<file path="config.mk">
export PLATFORM = sky130hd
export DESIGN_NAME = lfa_adc_reader
export DESIGN_NICKNAME = d
export VERILOG_FILES = /design/src/rtl/lfa_adc_reader.sv
export SDC_FILE = /design/constraint.sdc
export NUM_CORES = 1
export LEC_CHECK = 0
export BUFFER_PORTS_ARGS = -buffer_cell sky130_fd_sc_hd__clkbuf_2
export CORE_UTILIZATION = 40
export DETAILED_ROUTE_END_ITERATION = 7
export PLACE_DENSITY = 0.6
export SETUP_SLACK_MARGIN = 0.3
export SYNTH_ARGS = -nofsm -noshare
export SYNTH_HDL_FRONTEND = slang
export SYNTH_SLANG_ARGS = --single-unit
</file>
<file path="constraint.sdc">
create_clock -name clk_3125KHz -period 1.88 [get_ports clk_3125KHz]
set_input_delay 0.188 -clock clk_3125KHz [delete_from_list [all_inputs] [get_ports clk_3125KHz]]
set_output_delay 0.188 -clock clk_3125KHz [all_outputs]
set_load 0.02 [all_outputs]
</file>
<file path="src/rtl/lfa_adc_reader.sv">
// rtl/lfa_adc_reader.sv - ADC128S022 round-robin reader for the three LFA sensors
module lfa_adc_reader #(
  parameter logic [2:0] LEFT_CH   = 3'd3,
  parameter logic [2:0] MIDDLE_CH = 3'd4,
  parameter logic [2:0] RIGHT_CH  = 3'd5
) (
  input  logic        clk_3125KHz,
  input  logic        rst_n,
  input  logic        en,
  input  logic        adc_dout,
  output logic        adc_cs_n,
  output logic        adc_sclk,
  output logic        adc_din,
  output logic [11:0] left,
  output logic [11:0] middle,
  output logic [11:0] right,
  output logic        data_valid,
  output logic        busy
);

  typedef enum logic [1:0] {IDLE, START, SHIFT, GAP} state_t;

  state_t      state, state_nxt;
  logic [4:0]  p;
  logic [3:0]  bidx;
  logic [1:0]  slot, prev_slot;
  logic [2:0]  addr;
  logic        prime;
  logic [11:0] shreg;
  logic [11:0] sample_word;
  logic        frame_end;

  assign bidx        = p[4:1];
  assign frame_end   = (state == SHIFT) && (p == 5'd31);
  // The last bit arrives on p = 31, so the stored word includes it directly.
  assign sample_word = {shreg[10:0], adc_dout};

  always_comb begin
    case (slot)
      2'd0:    addr = LEFT_CH;
      2'd1:    addr = MIDDLE_CH;
      default: addr = RIGHT_CH;
    endcase
  end

  always_ff @(posedge clk_3125KHz or negedge rst_n) begin
    if (!rst_n) state <= IDLE;
    else        state <= state_nxt;
  end

  always_comb begin
    state_nxt = state;
    adc_cs_n  = 1'b1;
    adc_sclk  = 1'b1;
    adc_din   = 1'b0;
    busy      = 1'b1;
    case (state)
      IDLE: begin
        busy = 1'b0;
        if (en) state_nxt = START;
      end
      START: begin
        adc_cs_n  = 1'b0;
        state_nxt = SHIFT;
      end
      SHIFT: begin
        adc_cs_n = 1'b0;
        adc_sclk = p[0];
        case (bidx)
          4'd2:    adc_din = addr[2];
          4'd3:    adc_din = addr[1];
          4'd4:    adc_din = addr[0];
          default: adc_din = 1'b0;
        endcase
        if (p == 5'd31) state_nxt = GAP;
      end
      GAP: begin
        if (p == 5'd1) state_nxt = en ? START : IDLE;
      end
      default: state_nxt = IDLE;
    endcase
  end

  always_ff @(posedge clk_3125KHz or negedge rst_n) begin
    if (!rst_n) begin
      p          <= 5'd0;
      slot       <= 2'd0;
      prev_slot  <= 2'd0;
      prime      <= 1'b0;
      shreg      <= 12'd0;
      left       <= 12'd0;
      middle     <= 12'd0;
      right      <= 12'd0;
      data_valid <= 1'b0;
    end else begin
      data_valid <= 1'b0;
      case (state)
        IDLE: begin
          p <= 5'd0;
          if (en) begin
            slot  <= 2'd0;
            prime <= 1'b0;
          end
        end
        START: p <= 5'd0;
        SHIFT: begin
          p <= p + 5'd1;
          if (p[0] && (bidx >= 4'd4)) shreg <= sample_word;
          if (frame_end) begin
            prime     <= 1'b1;
            prev_slot <= slot;
            slot      <= (slot == 2'd2) ? 2'd0 : slot + 2'd1;
            // The ADC answers one frame late, so the word belongs to prev_slot.
            if (prime) begin
              case (prev_slot)
                2'd0: left <= sample_word;
                2'd1: middle <= sample_word;
                default: begin
                  right      <= sample_word;
                  data_valid <= 1'b1;
                end
              endcase
            end
          end
        end
        GAP: p <= (p == 5'd1) ? 5'd0 : p + 5'd1;
        default: p <= 5'd0;
      endcase
    end
  end

endmodule

</file>
==> summary.md <==
| Metric | Value |
|---|---|
| Initial core utilization | 0.415 |
| Crit end category | flip-flop |
| Area post-placement | 0.00296 mm2 |
| Fill count | 488 |
| Hold Worst Slack | 149 ps |
| Port buffer count | 44 |
| DPL Wire Length | 3320 um |
| Worst clock skew | 7.95 ps |
| Row Count | 28 |
| Area delta synth->final | 46.2% |
| Antenna diodes | 0 |
| Worst Path Arrival | 2060 ps |
| GR Overflow Total | 0 |
| Clk sinks | 60 |
| Number of flops mapped to enable cells by yosys | 0 |
| ANT nets after route | 0 |
| Internal power | 2.30 mW |
| Pwr Density | 908 mW/mm2 |
| Synth warn | 0 |
| Max Cap Viol | 0 |
| Synth area leader | dfrtp_1 |
| Syn avg cell area | 12.5 um2 |
| WL/cell | 15.4 um |
| Yosys top cell area share | 0.611 |
| Chip height | 80.4 um |
| Post-synthesis mux area share | 0.169 |
| Share of cells above drive strength 1 | 0.580 |
| Status | finished, final reports clean |
| CTS tree | done |
| Slew at the pin with the worst max-slew slack | 610 ps |
| Comb pwr share | 0.256 |
| Final min period | 1850 ps |
| Fin nets | 293 |
| Syn Inst Count | 196 |
| Clock Power Share | 0.315 |
| I/O pins | 45 |
| Period utilization | 0.983 |
| Flops & latches, synth | 60 |
| Post-Synth Simple-Gate Area | 0.104 |
| DR vias/cell | 4.92 |
| Xor/xnor share of the synthesized area | 0.00712 |
| Initial DRC Count | 85 |
| Adder-cell share of the synthesized area | 0.0356 |
| CTS Root Cell | clkbuf_8 |
| Pin count of the biggest net entering global routing | 27 |
| FFs w/ async S/R, synth | 1.00 |
| Initial antenna violation count | 0 |
| DR vias | 1777 |
| Slew margin rel. | 0.593 |
| Slew Limit Fails | 0 |
| Critical Path RT | 2090 ps |
| Sw Pwr | 0.967 mW |
| Setup crit start kind | flip-flop |
| Global-route wire length before repair | 8580 um |
| RSZ-0062 raised after global routing | true |
| DRC viols | 0 |
| Drt total wl | 5560 um |
| Largest family of logic cells by synthesized area | multiplexers |
| Routability cong. | 0.771 |
| Total Routing Usage GR | 0.181 |
| Core footprint | 0.00592 mm2 |
| Worst min-delay path category | input pin to flip-flop |
| Sequential power share | 0.429 |
| Total CTS buffers | 9 |
| Layout Utilization | 0.607 |
| Drt first pass iters | 4 |
| Sw Share | 0.296 |
| P_leak | 1.96 nW |
| Worst-case clock buffer depth | 2 |
| Hold Vio Cnt, Final | 0 |
| Synth area leaders | dfrtp_1, mux2_2, nand2_1 |
| Max H-tree Level | 3 |
| Top-count cell post-synth | dfrtp_1 |
| Syn nets | 207 |
| Chip width | 80.4 um |
| Peak supply drop | 0.000499 V |
| Final setup vio count | 0 |
| Die area | 0.00646 mm2 |
| Register area share after synthesis | 0.611 |
| F_max | 541 MHz |
| Vias in the first global route | 1715 |
| Clk_lat worst skew | 330 ps |
| Critical path peak fanout | 6 |
| Compound-Gate Fraction of Synth Area | 0.0509 |
| Cell area after layout | 0.00359 mm2 |
| Cell Area, Synth | 0.00246 mm2 |
| Main synth FF type | dfrtp_1 |
| Synth unique cells | 31 |
| Top post-synthesis cells by count | dfrtp_1, nand2_1, mux2_2 |
| Clk slew on worst S/H paths | 70 ps |
| Setup CP Type | flip-flop to flip-flop |
## kinds of logic after synthesis
kind of cell | Yosys count
fa+ha+maj | 7
compound gates | 18
flops | 60
simple gates | 58
xor+xnor | 2
mux | 37
buf+inv | 14
## final cells by class
class / instances / area [um2] / share of cell area
flip-flops and latches: 60 / 1500 / 0.418
well taps: 75 / 93.8 / 0.0261
repair buffers: 81 / 587 / 0.163
clock buffers: 11 / 151 / 0.0421
inverters: 8 / 38.8 / 0.0108
clock inverters: 4 / 25.0 / 0.00696
multi-input cells: 122 / 1200 / 0.333
## per-stage QoR
stage	TNS [ps]	cells	setup slack (ps)	total power, mW
2_1_floorplan	0	196	72.4	1.74
3_3_place_gp	0	325	76.6	1.96
3_5_place_dp	0	325	33.6	1.96
4_1_cts	0	352	53.7	3.11
5_1_grt	-219	361	-59.4	3.48
6_report	0	361	31.8	3.27
## placed cells by master, fill, tap and decap left out, types with 4 or more instances in the layout
cell type,instances
a22o_1,4
buf_4,20
buf_6,13
clkbuf_2,43
clkbuf_8,11
dfrtp_1,59
ha_4,4
inv_1,4
mux2_4,35
nand2_1,24
nand2_2,13
nor2_1,5
## state kept, by name, summed over array words and instances (netlist names)
signal	count
left	12
middle	12
right	12
shreg	11
p	5
prev_slot	2
slot	2
state	2
data_valid	1
prime	1
## worst paths after layout
| path | from | end | slack [ps] | cells after the start |
|---|---|---|---|---|
| max in group asynchronous | rst_n | right[2]$_DFFE_PN0P_ | 880 | 3 |
| min in group asynchronous | rst_n | shreg[1]$_DFFE_PN0P_ | 400 | 2 |
| min reg2reg | right[6]$_DFFE_PN0P_ | right[6]$_DFFE_PN0P_ | 470 | 2 |
| max | p[0]$_DFF_PN0_ | left[10]$_DFFE_PN0P_ | 30 | 7 |
| max reg2reg | p[0]$_DFF_PN0_ | left[10]$_DFFE_PN0P_ | 30 | 7 |
| min | adc_dout | right[0]$_DFFE_PN0P_ | 150 | 3 |
## repair_timing
item,CTS,global route
gates resized for setup,39,49
endpoints found under the hold margin,21,0
hold buffers,1,0
pin swaps,11,11
cloned,0,1
endpoints found under the setup margin,59,62
buffers inserted,11,8
## power by group through the flow
stage	Sequential [mW]	Combinational, mW	Clock [mW]
after global routing	1.40	0.932	1.14
after detailed placement	1.41	0.554	0
after global placement	1.40	0.555	0
final	1.40	0.837	1.03
after CTS	1.39	0.668	1.05
after floorplan	1.40	0.342	0
## layer usage
layer  GRT usage  part of all wire  vias to the layer above
met5           0                 0                        -
met4      0.0857            0.0065                        0
met3      0.0420             0.036                        4
met2       0.264              0.48                       35
met1       0.250              0.48                      895
li1            -                 -                      843
## critical path, stage by stage, from the launching register on
cell and delay [ps]:
dfrtp_1 430, ha_2 210, and3_4 190, ha_4 160, nand3_4 90, nor3_4 170
buf_6 180, mux2_4 300
Note: power is estimated with default switching activity, not from simulation.
